<file path="src/rtl/boot_pkg.sv">
// -----------------------------------------------------------------------------
// boot_pkg
// Shared definitions for the UART boot sequencer: FSM state encoding,
// error-code values reported on err_code, and the default frame start byte.
// -----------------------------------------------------------------------------
package boot_pkg;

   typedef enum logic [2:0] {
      S_HDR  = 3'd0,
      S_LEN  = 3'd1,
      S_DATA = 3'd2,
      S_CSUM = 3'd3,
      S_RUN  = 3'd4,
      S_ERR  = 3'd5
   } state_t;

   localparam logic [1:0] ERR_NONE = 2'd0;
   localparam logic [1:0] ERR_LEN  = 2'd1;
   localparam logic [1:0] ERR_CSUM = 2'd2;
   localparam logic [1:0] ERR_RX   = 2'd3;

   localparam logic [7:0] HDR_BYTE_DEFAULT = 8'hA5;

endpackage

</file>
<file path="src/rtl/boot_word_packer.sv">
// -----------------------------------------------------------------------------
// boot_word_packer
// Assembles little-endian 32-bit words from a byte stream. Bytes 0..2 collect
// in a staging register; the 4th byte moves the completed word into a separate
// output buffer, so a byte arriving while the buffer is being written to
// memory lands in the free staging register and is never lost.
//
// Ports:
//   clk        in   system clock
//   rst_n      in   synchronous active-low reset
//   clear      in   restart at byte 0 (new frame)
//   byte_vld   in   accept byte_data this cycle
//   byte_data  in   [7:0] payload byte
//   byte_idx   out  [1:0] index of the next byte within the word
//   word       out  [31:0] last completed word (held until the next one)
//   word_rdy   out  one-cycle strobe, word holds a freshly completed word
// -----------------------------------------------------------------------------
module boot_word_packer (
   input  logic        clk,
   input  logic        rst_n,
   input  logic        clear,
   input  logic        byte_vld,
   input  logic [7:0]  byte_data,
   output logic [1:0]  byte_idx,
   output logic [31:0] word,
   output logic        word_rdy
);

   logic [23:0] stage;

   // Staging bytes carry no control meaning, so they are left unreset.
   always_ff @(posedge clk) begin
      if (byte_vld) begin
         case (byte_idx)
            2'd0:    stage[7:0]   <= byte_data;
            2'd1:    stage[15:8]  <= byte_data;
            2'd2:    stage[23:16] <= byte_data;
            default: stage        <= stage;
         endcase
      end
   end

   always_ff @(posedge clk) begin
      if (!rst_n) begin
         byte_idx <= 2'd0;
         word     <= 32'd0;
         word_rdy <= 1'b0;
      end else begin
         word_rdy <= 1'b0;
         if (clear) begin
            byte_idx <= 2'd0;
         end else if (byte_vld) begin
            byte_idx <= byte_idx + 2'd1;
            if (byte_idx == 2'd3) begin
               word     <= {byte_data, stage};
               word_rdy <= 1'b1;
            end
         end
      end
   end

endmodule

</file>
<file path="src/rtl/uart_boot_sequencer.sv">
// -----------------------------------------------------------------------------
// uart_boot_sequencer
// Loads a program image received over UART into instruction memory and holds
// the CPU in reset until a checksum-verified image is in place.
// Frame: HDR_BYTE, N (words), N*4 payload bytes little-endian, XOR checksum.
//
// Ports:
//   clk, rst_n            clock, synchronous active-low reset
//   boot_en               1 = load before run, 0 = run immediately
//   rx_valid, rx_data     received byte strobe and data
//   rx_err                UART framing error strobe (wins over rx_valid)
//   imem_we/addr/wdata    instruction memory write port
//   cpu_hold              1 = keep CPU in reset
//   boot_done             verified image loaded, CPU running
//   boot_err, err_code    sticky error flag and cause (see boot_pkg)
//
// Build option: define BOOT_TIMEOUT_EN to abort a load that stalls for
// TIMEOUT_CYCLES without a byte (err_code = ERR_RX). Without it a stalled
// load waits indefinitely.
// -----------------------------------------------------------------------------
module uart_boot_sequencer
   import boot_pkg::*;
#(
   parameter int         INSTR_MEM_DEPTH = 128,
   parameter int         ADDR_W          = $clog2(INSTR_MEM_DEPTH),
   parameter logic [7:0] HDR_BYTE        = HDR_BYTE_DEFAULT,
   parameter int         TIMEOUT_CYCLES  = 1000000
) (
   input  logic              clk,
   input  logic              rst_n,
   input  logic              boot_en,
   input  logic              rx_valid,
   input  logic [7:0]        rx_data,
   input  logic              rx_err,
   output logic              imem_we,
   output logic [ADDR_W-1:0] imem_addr,
   output logic [31:0]       imem_wdata,
   output logic              cpu_hold,
   output logic              boot_done,
   output logic              boot_err,
   output logic [1:0]        err_code
);

   localparam logic [8:0] DEPTH9 = 9'(INSTR_MEM_DEPTH);

   state_t            state;
   logic [7:0]        len;
   logic [7:0]        csum;
   logic [ADDR_W-1:0] word_idx;
   logic [1:0]        byte_idx;
   logic              byte_ok;
   logic              is_hdr;
   logic              pk_vld;
   logic              pk_clr;
   logic              expire;
   logic [8:0]        word_num;

   // A framing error discards any byte presented in the same cycle.
   assign byte_ok  = rx_valid & ~rx_err;
   assign is_hdr   = byte_ok && (rx_data == HDR_BYTE);
   assign pk_vld   = byte_ok && (state == S_DATA);
   assign pk_clr   = byte_ok && (state == S_LEN);
   assign word_num = 9'(word_idx) + 9'd1;

   boot_word_packer u_packer (
      .clk       (clk),
      .rst_n     (rst_n),
      .clear     (pk_clr),
      .byte_vld  (pk_vld),
      .byte_data (rx_data),
      .byte_idx  (byte_idx),
      .word      (imem_wdata),
      .word_rdy  (imem_we)
   );

`ifdef BOOT_TIMEOUT_EN
   localparam int TO_W = $clog2(TIMEOUT_CYCLES + 1);

   logic            loading;
   logic [TO_W-1:0] to_cnt;

   assign loading = (state == S_LEN) || (state == S_DATA) || (state == S_CSUM);
   // A byte in the expiry cycle wins over the timeout.
   assign expire  = loading && !byte_ok && (to_cnt == TO_W'(TIMEOUT_CYCLES - 1));

   always_ff @(posedge clk) begin
      if (!rst_n) begin
         to_cnt <= '0;
      end else if (!loading || byte_ok || expire) begin
         to_cnt <= '0;
      end else begin
         to_cnt <= to_cnt + 1'b1;
      end
   end
`else
   logic unused_timeout;

   assign unused_timeout = ^TIMEOUT_CYCLES;
   assign expire         = 1'b0;
`endif

   always_ff @(posedge clk) begin
      if (!rst_n) begin
         state     <= S_HDR;
         cpu_hold  <= 1'b1;
         boot_done <= 1'b0;
         boot_err  <= 1'b0;
         err_code  <= ERR_NONE;
         len       <= 8'd0;
         csum      <= 8'd0;
         word_idx  <= '0;
         imem_addr <= '0;
      end else begin
         case (state)
            S_HDR: begin
               if (!boot_en) begin
                  state     <= S_RUN;
                  cpu_hold  <= 1'b0;
                  boot_done <= 1'b0;
               end else if (is_hdr) begin
                  state <= S_LEN;
               end
            end

            S_LEN: begin
               if (rx_err || expire) begin
                  state    <= S_ERR;
                  boot_err <= 1'b1;
                  err_code <= ERR_RX;
               end else if (byte_ok) begin
                  if ((rx_data == 8'd0) || ({1'b0, rx_data} > DEPTH9)) begin
                     state    <= S_ERR;
                     boot_err <= 1'b1;
                     err_code <= ERR_LEN;
                  end else begin
                     len       <= rx_data;
                     csum      <= 8'd0;
                     word_idx  <= '0;
                     imem_addr <= '0;
                     state     <= S_DATA;
                  end
               end
            end

            S_DATA: begin
               if (rx_err || expire) begin
                  state    <= S_ERR;
                  boot_err <= 1'b1;
                  err_code <= ERR_RX;
               end else if (byte_ok) begin
                  csum <= csum ^ rx_data;
                  // The packer raises imem_we on this same edge; the address
                  // is registered alongside so both appear together.
                  if (byte_idx == 2'd3) begin
                     imem_addr <= word_idx;
                     word_idx  <= word_idx + 1'b1;
                     if (word_num == {1'b0, len}) begin
                        state <= S_CSUM;
                     end
                  end
               end
            end

            S_CSUM: begin
               if (rx_err || expire) begin
                  state    <= S_ERR;
                  boot_err <= 1'b1;
                  err_code <= ERR_RX;
               end else if (byte_ok) begin
                  if (rx_data == csum) begin
                     state     <= S_RUN;
                     cpu_hold  <= 1'b0;
                     boot_done <= 1'b1;
                  end else begin
                     state    <= S_ERR;
                     boot_err <= 1'b1;
                     err_code <= ERR_CSUM;
                  end
               end
            end

            S_RUN: begin
               // Non-header bytes belong to the running program's UART.
               if (is_hdr) begin
                  state     <= S_LEN;
                  cpu_hold  <= 1'b1;
                  boot_done <= 1'b0;
               end
            end

            S_ERR: begin
               if (is_hdr) begin
                  state    <= S_LEN;
                  boot_err <= 1'b0;
                  err_code <= ERR_NONE;
               end
            end

            default: begin
               state    <= S_HDR;
               cpu_hold <= 1'b1;
            end
         endcase
      end
   end

endmodule

</file>
<file path="config.mk">
export PLATFORM = sky130hd
export DESIGN_NAME = uart_boot_sequencer
export DESIGN_NICKNAME = d
export VERILOG_FILES = /design/src/rtl/boot_pkg.sv /design/src/rtl/boot_word_packer.sv /design/src/rtl/uart_boot_sequencer.sv
export SDC_FILE = /design/constraint.sdc
export NUM_CORES = 1
export LEC_CHECK = 0
export CORE_UTILIZATION = 44
export CTS_CLUSTER_DIAMETER = 120
export CTS_CLUSTER_SIZE = 20
export DETAILED_ROUTE_END_ITERATION = 8
export PLACE_DENSITY = 0.75
export SYNTH_ARGS = -nofsm -noshare
export SYNTH_HDL_FRONTEND = slang
export SYNTH_HIERARCHICAL = 1
export SYNTH_SLANG_ARGS = --single-unit
</file>
<file path="constraint.sdc">
create_clock -name clk -period 2.4 [get_ports clk]
set_input_delay 0.48 -clock clk [delete_from_list [all_inputs] [get_ports clk]]
set_output_delay 0.48 -clock clk [all_outputs]
set_load 0.01 [all_outputs]
</file>
# [Word-level counts from Yosys, hierarchy flattened]
# Cells that the tools add are included.
[classes] bitwise=8 n_reduce_logical=25 mux=59 n_lt_le_gt_ge=1 add_sub_neg=3 n_eq_ne=31
[ops] cell="$mux 7" n=9
[ops] cell="$mux 8" n=5
[ops] cell="$mux 3" n=11
[ops] cell="$pmux 7 s2" n=2
[ops] cell="$ne 2x2->1 const B" n=12
[ops] cell="$mux 1" n=18
[ops] cell="$reduce_and 6->1" n=3
[ops] cell="$eq 8x8->1" n=2
[ops] cell="$mux 2" n=8
[ops] cell="$pmux 8 s2" n=1
[ops] cell="$pmux 3 s5" n=1
[ops] cell="$reduce_and 7->1" n=2
[ops] cell="$ne 3x3->1 const B" n=4
[ops] cell="$ne 3x2->1 const B" n=3
[ops] cell="$add 7x1->8 const B" n=1
[ops] cell="$eq 8x8->1 const B" n=1
[ops] cell="$gt 8x8->1 const B" n=1
[ops] cell="$logic_not 8->1" n=1
[ops] cell="$pmux 1 s4" n=2
[ops] cell="$pmux 2 s4" n=1
[ops] cell="$xor 8x8->8" n=1
[ops] cell="$add 7x1->7 const B" n=1
[ops] cell="$eq 3x2->1 const B" n=2
[ops] cell="$eq 3x3->1 const B" n=2
[ops] cell="21 further kinds" n=33
[word_totals] elab_cells=142 ff_bits=97 input_bits=13 output_inout_bits=45

# [Longest topological paths before layout]
[logic_depth] ltp_word=7 depth_mapped=8

# [Hierarchy]
# The synthesis kept the hierarchy.
[modules_own_cells] mod="uart_boot_sequencer" area_each_um2=2476.1 seq_area_each_um2=760.7 cells_each=312 instances=1
[modules_own_cells] mod="boot_word_packer" area_each_um2=2212.1 seq_area_each_um2=1421.4 cells_each=183 instances=1

# [Worst setup path after synthesis]
# No wires, ideal clock.
[synth_path] path_type="input to register" startpoint="input rx_data[7]" endpoint="register err_code[0]" slack_ns=0.357 cell_stages=6 setup_ns=0.122 t_arrival_ns=1.921 path_buffers=1 t_required_ns=2.278 cell_sequence="clkbuf_1 > xor2_1 > nor4_1 > a21boi_1 > o211a_1 > o311a_1"
[synth_via] elab_chain_cells=4 word_cells_on_any_way=10 classes_between="1 x order compare; 5 x eq/ne; 4 x reduce/logical"
[synth_rtl] item="start, declared" line="uart_boot_sequencer.sv:33" text="input logic [7:0] rx_data,"
[synth_rtl] item="$gt 8x8->1, or another cell as far along" line="uart_boot_sequencer.sv:131" text="if ((rx_data == 8'd0) || ({1'b0, rx_data} > DEPTH9)) begin"
[synth_rtl] item="$logic_or 1x1->1 / $logic_and 1x1->1 (equally long branches)" line="uart_boot_sequencer.sv:131, uart_boot_sequencer.sv:60"
[synth_rtl] item="$ne 3x2->1 (no line) / $ne 2x2->1 (equally long branches)"
[synth_rtl] item="$reduce_and 7->1 (no line) (*)"
[synth_rtl] item="end signal, assigned" line="uart_boot_sequencer.sv:129" text="err_code <= ERR_RX;"
[synth_rtl] item="end signal, assigned" line="uart_boot_sequencer.sv:134" text="err_code <= ERR_LEN;"
[synth_rtl] item="end signal, assigned" line="uart_boot_sequencer.sv:149" text="err_code <= ERR_RX;"
[synth_rtl] item="end, declared" line="uart_boot_sequencer.sv:41" text="output logic [1:0] err_code"
# Every way passes the cells marked *; elsewhere a longest branch is shown, timed or not.
# A chain may end at the register's enable or synchronous reset.

# [Worst setup path in the final report]
[layout_path] startpoint="input rx_data[1]" endpoint="register state[0]"
[layout_via] elab_chain_cells=6 word_cells_on_any_way=15 classes_between="1 x order compare; 2 x eq/ne; 9 x mux; 3 x reduce/logical"
[layout_rtl] item="$gt 8x8->1 / $logic_not 8->1 (equally long branches)" line="uart_boot_sequencer.sv:131"
[layout_rtl] item="$logic_or 1x1->1" line="uart_boot_sequencer.sv:131"
[layout_rtl] item="$mux 3" line="uart_boot_sequencer.sv:131"
[layout_rtl] item="$mux 3" line="uart_boot_sequencer.sv:130" text="end else if (byte_ok) begin"
[layout_rtl] item="$mux 3" line="uart_boot_sequencer.sv:126" text="if (rx_err || expire) begin"
[layout_rtl] item="$pmux 3 s5 (*)" line="uart_boot_sequencer.sv:114" text="case (state)"
[layout_rtl] item="end signal, assigned" line="uart_boot_sequencer.sv:117" text="state <= S_RUN;"
[layout_rtl] item="end signal, assigned" line="uart_boot_sequencer.sv:127" text="state <= S_ERR;"
[layout_rtl] item="end signal, assigned" line="uart_boot_sequencer.sv:132" text="state <= S_ERR;"
[layout_rtl] item="end, declared" line="uart_boot_sequencer.sv:46" text="state_t state;"
# Every way passes the cells marked *; elsewhere a longest branch is shown, timed or not. The select of a mux whose other input is x is not followed.

==> reports/qor.yml <==
regArea_sq_um: 2182
cts_tree: "built"
area_delta_synth_final_pct: 24.10
vdd_drop_max_v: 0.0003411
avgSynthCellArea_sq_um: 9.471
worstSetupPathType: "input pin to register"
seq_area_frac_synth_pct: 46.54
outcome: "finished clean"
dp_slack_ps: -152.0
worstHoldPathType: "register to register"
grt_usage_pct: 20.64
slew-limit-headroom_pct: 62.63
die_y_um: 105.2
report.final.slew_viol_count: 0
syn_nets: 513
antenna_found_initial: 0
fin_nets: 596
syn_area_sq_um: 4688
holdBufCountCts: 0
grt_pass1_vias: 3729
diodes: 0
place.gp.congestion: 0.9080
layout-drive-gt1-share_pct: 14.07
maxCapViolCount: 0
start_kind: "input pin"
yosys_warnings: 6
layout_setup_ws_ps: 170.0
cp.arrival_ps: 2510
io_pins: 58
yosys.area_share.simple_pct: 22.52
endpoint_kind: "register"
initial_core_util_pct: 45.41
clockBufferDepth: 2
hpwl_mm: 7.925
synth-compound-area-share_pct: 14.09
port_buffers: 57
cts-htree-levels: 3
rows: 37
synth_top_family_by_area: "simple AND/OR/NAND/NOR gates"
cts_buffers: 9
ys_ff_latch: 97
insertion_delay_ps: 370
p_leak_nw: 2.067
dr.pass1.iters: 5
grt_max_degree: 50
cts_setup_buffers: 0
clk_pin_slew_ps: 110
fin_crit_ps: 2230
hold_viol_final: 0
synthAdderAreaFrac_pct: 1.334
avgViaCountPerCell: 5.406
max_freq_mhz: 448.4
multi_input_area_sq_um: 2283
root_buffer: "clkbuf_8"
post-route-drc-count: 0
fillers: 888
power.density_nw_per_um2: 506.4
grt_pass1_wl_mm: 18.22
post_cts_resized: 0
setup_viol: 0
worstMarginPinSlew_ps: 560.5
dieArea_sq_um: 11070
die_w_um: 105.2
core_area_sq_um: 10320
critPathMaxFanout: 3
numClockSinks: 97
synth-main-ff-cell: "dfxtp_1"
ant_nets: 0
synth_cell_types: 62
cp.required_ps: 2680
vias: 3887
synth_edf_count: 24
synthXorXnorAreaFrac_pct: 2.802
finalSetupTns_ps: 0
routedWlPerCell_um: 15.30
rsz0062_at_grt: "no"
fin_skew_ps: 13.38
fin_total_pwr_mw: 2.946
routed_wl_mm: 11.00
fin_crit_sh_pct: 92.92
synthMuxAreaShare_pct: 7.926
synthCells: 495
async_flop_share_pct: 0
drtIter0Drc: 347
overflow: 0
synth_stat cells, types with 9 or more instances:
cell,number,area share [%]
nand2_1,99,7.9
dfxtp_1,73,31
mux2i_1,36,7.7
edfxtp_1,24,15
clkbuf_1,23,1.8
nand2b_1,20,2.7
o21ai_0,17,1.8
nand3_1,16,1.7
nor2_1,16,1.3
a21boi_1,11,1.8
o211ai_1,11,1.8
a21oi_1,10,1.1
nor2b_1,10,1.3
xor2_1,10,1.9
inv_1,9,0.72
cell usage in the layout, fill, tap and decap left out, types with 3 or more instances in the layout:
master           count
a21boi_0             7
a21boi_1            11
a21oi_1             10
a22oi_1              8
a31oi_1              8
and2_2               3
and3_1               3
buf_4               45
clkbuf_8             9
clkdlybuf4s50_1     56
dfxtp_1             73
edfxtp_1            24
ha_1                 5
inv_1                9
mux2i_1             36
nand2_1             99
nand2b_1            20
nand3_1             16
nand4_1              3
nor2_1              16
nor2b_1             10
nor3_1               6
nor3b_1              3
nor4_1               4
o211ai_1            11
o21ai_0             17
xnor2_1              5
xor2_1              10
through the flow:
step / util (%) / hold slack [ps] / area, sq um / std cells
after floorplan: - / 446.8 / 4688 / 495
after global placement: 54.37 / 442.0 / 5613 / 703
after detailed placement: 54.37 / 453.1 / 5613 / 703
after CTS: 56.36 / 468.6 / 5818 / 719
after global routing: 56.36 / 489.2 / 5818 / 719
final: 56.36 / 464.0 / 5818 / 719
report_power, final:
part | switching [mW] | internal (mW)
Combinational | 0.101 | 0.0864
Sequential | 0.00816 | 1.67
Clock | 0.658 | 0.418
Total | 0.768 | 2.18
sequential cells by signal, indices dropped and copies added, names as in the netlist:
signal	count
csum	8
cpu_hold	1
state	3
err_code	2
len	8
u_packer/word_rdy	1
word_idx	7
imem_addr	7
boot_done	1
u_packer/word	32
u_packer/byte_idx	2
boot_err	1
u_packer/stage	24
routing by layer:
metal  global-route usage (%)  vias to the layer above  routed length (um)  part of all wire [%]
met4                    7.545                        0                 259                   2.4
met3                    4.205                       22                 465                   4.2
met5                        0                        -                   0                     0
li1                         -                     1910                   -                     -
met2                    34.30                       99                5308                    48
met1                    26.48                     1856                4965                    45
final cells by class:
type	count	share of cell area, %
sequential	97	37.51
timing repair buffer	104	16.22
clock buffer	9	2.129
tap	136	2.925
multi-input combinational	357	39.25
clock inverter	7	1.398
inverter	9	0.5806
critical path, stage by stage:
cell and delay, ps:
clkdlybuf4s50_1 440, or4_4 580, or4_1 510, a31oi_1 200, o41ai_1 120, nor4_2 180
final timing paths:
kind	startpoint	end	slack, ps	cells past startpoint
hold / removal	u_packer/word[20]	u_packer/word[20]	460	2
setup / recovery	rx_data[1]	state[0]	170	6
setup reg to reg	state[2]	word_idx[6]	430	7
hold reg to reg	u_packer/word[20]	u_packer/word[20]	460	2
kinds of logic after synthesis:
kind of cell | count (synthesis)
AND/OR/NAND/NOR | 206
adder cells (fa/ha/maj) | 5
multiplexers | 37
flip-flops | 97
XOR/XNOR | 15
buffers and inverters | 41
AO/OA/AOI/OAI | 94
No activity file was read; power rests on OpenSTA's default activity.
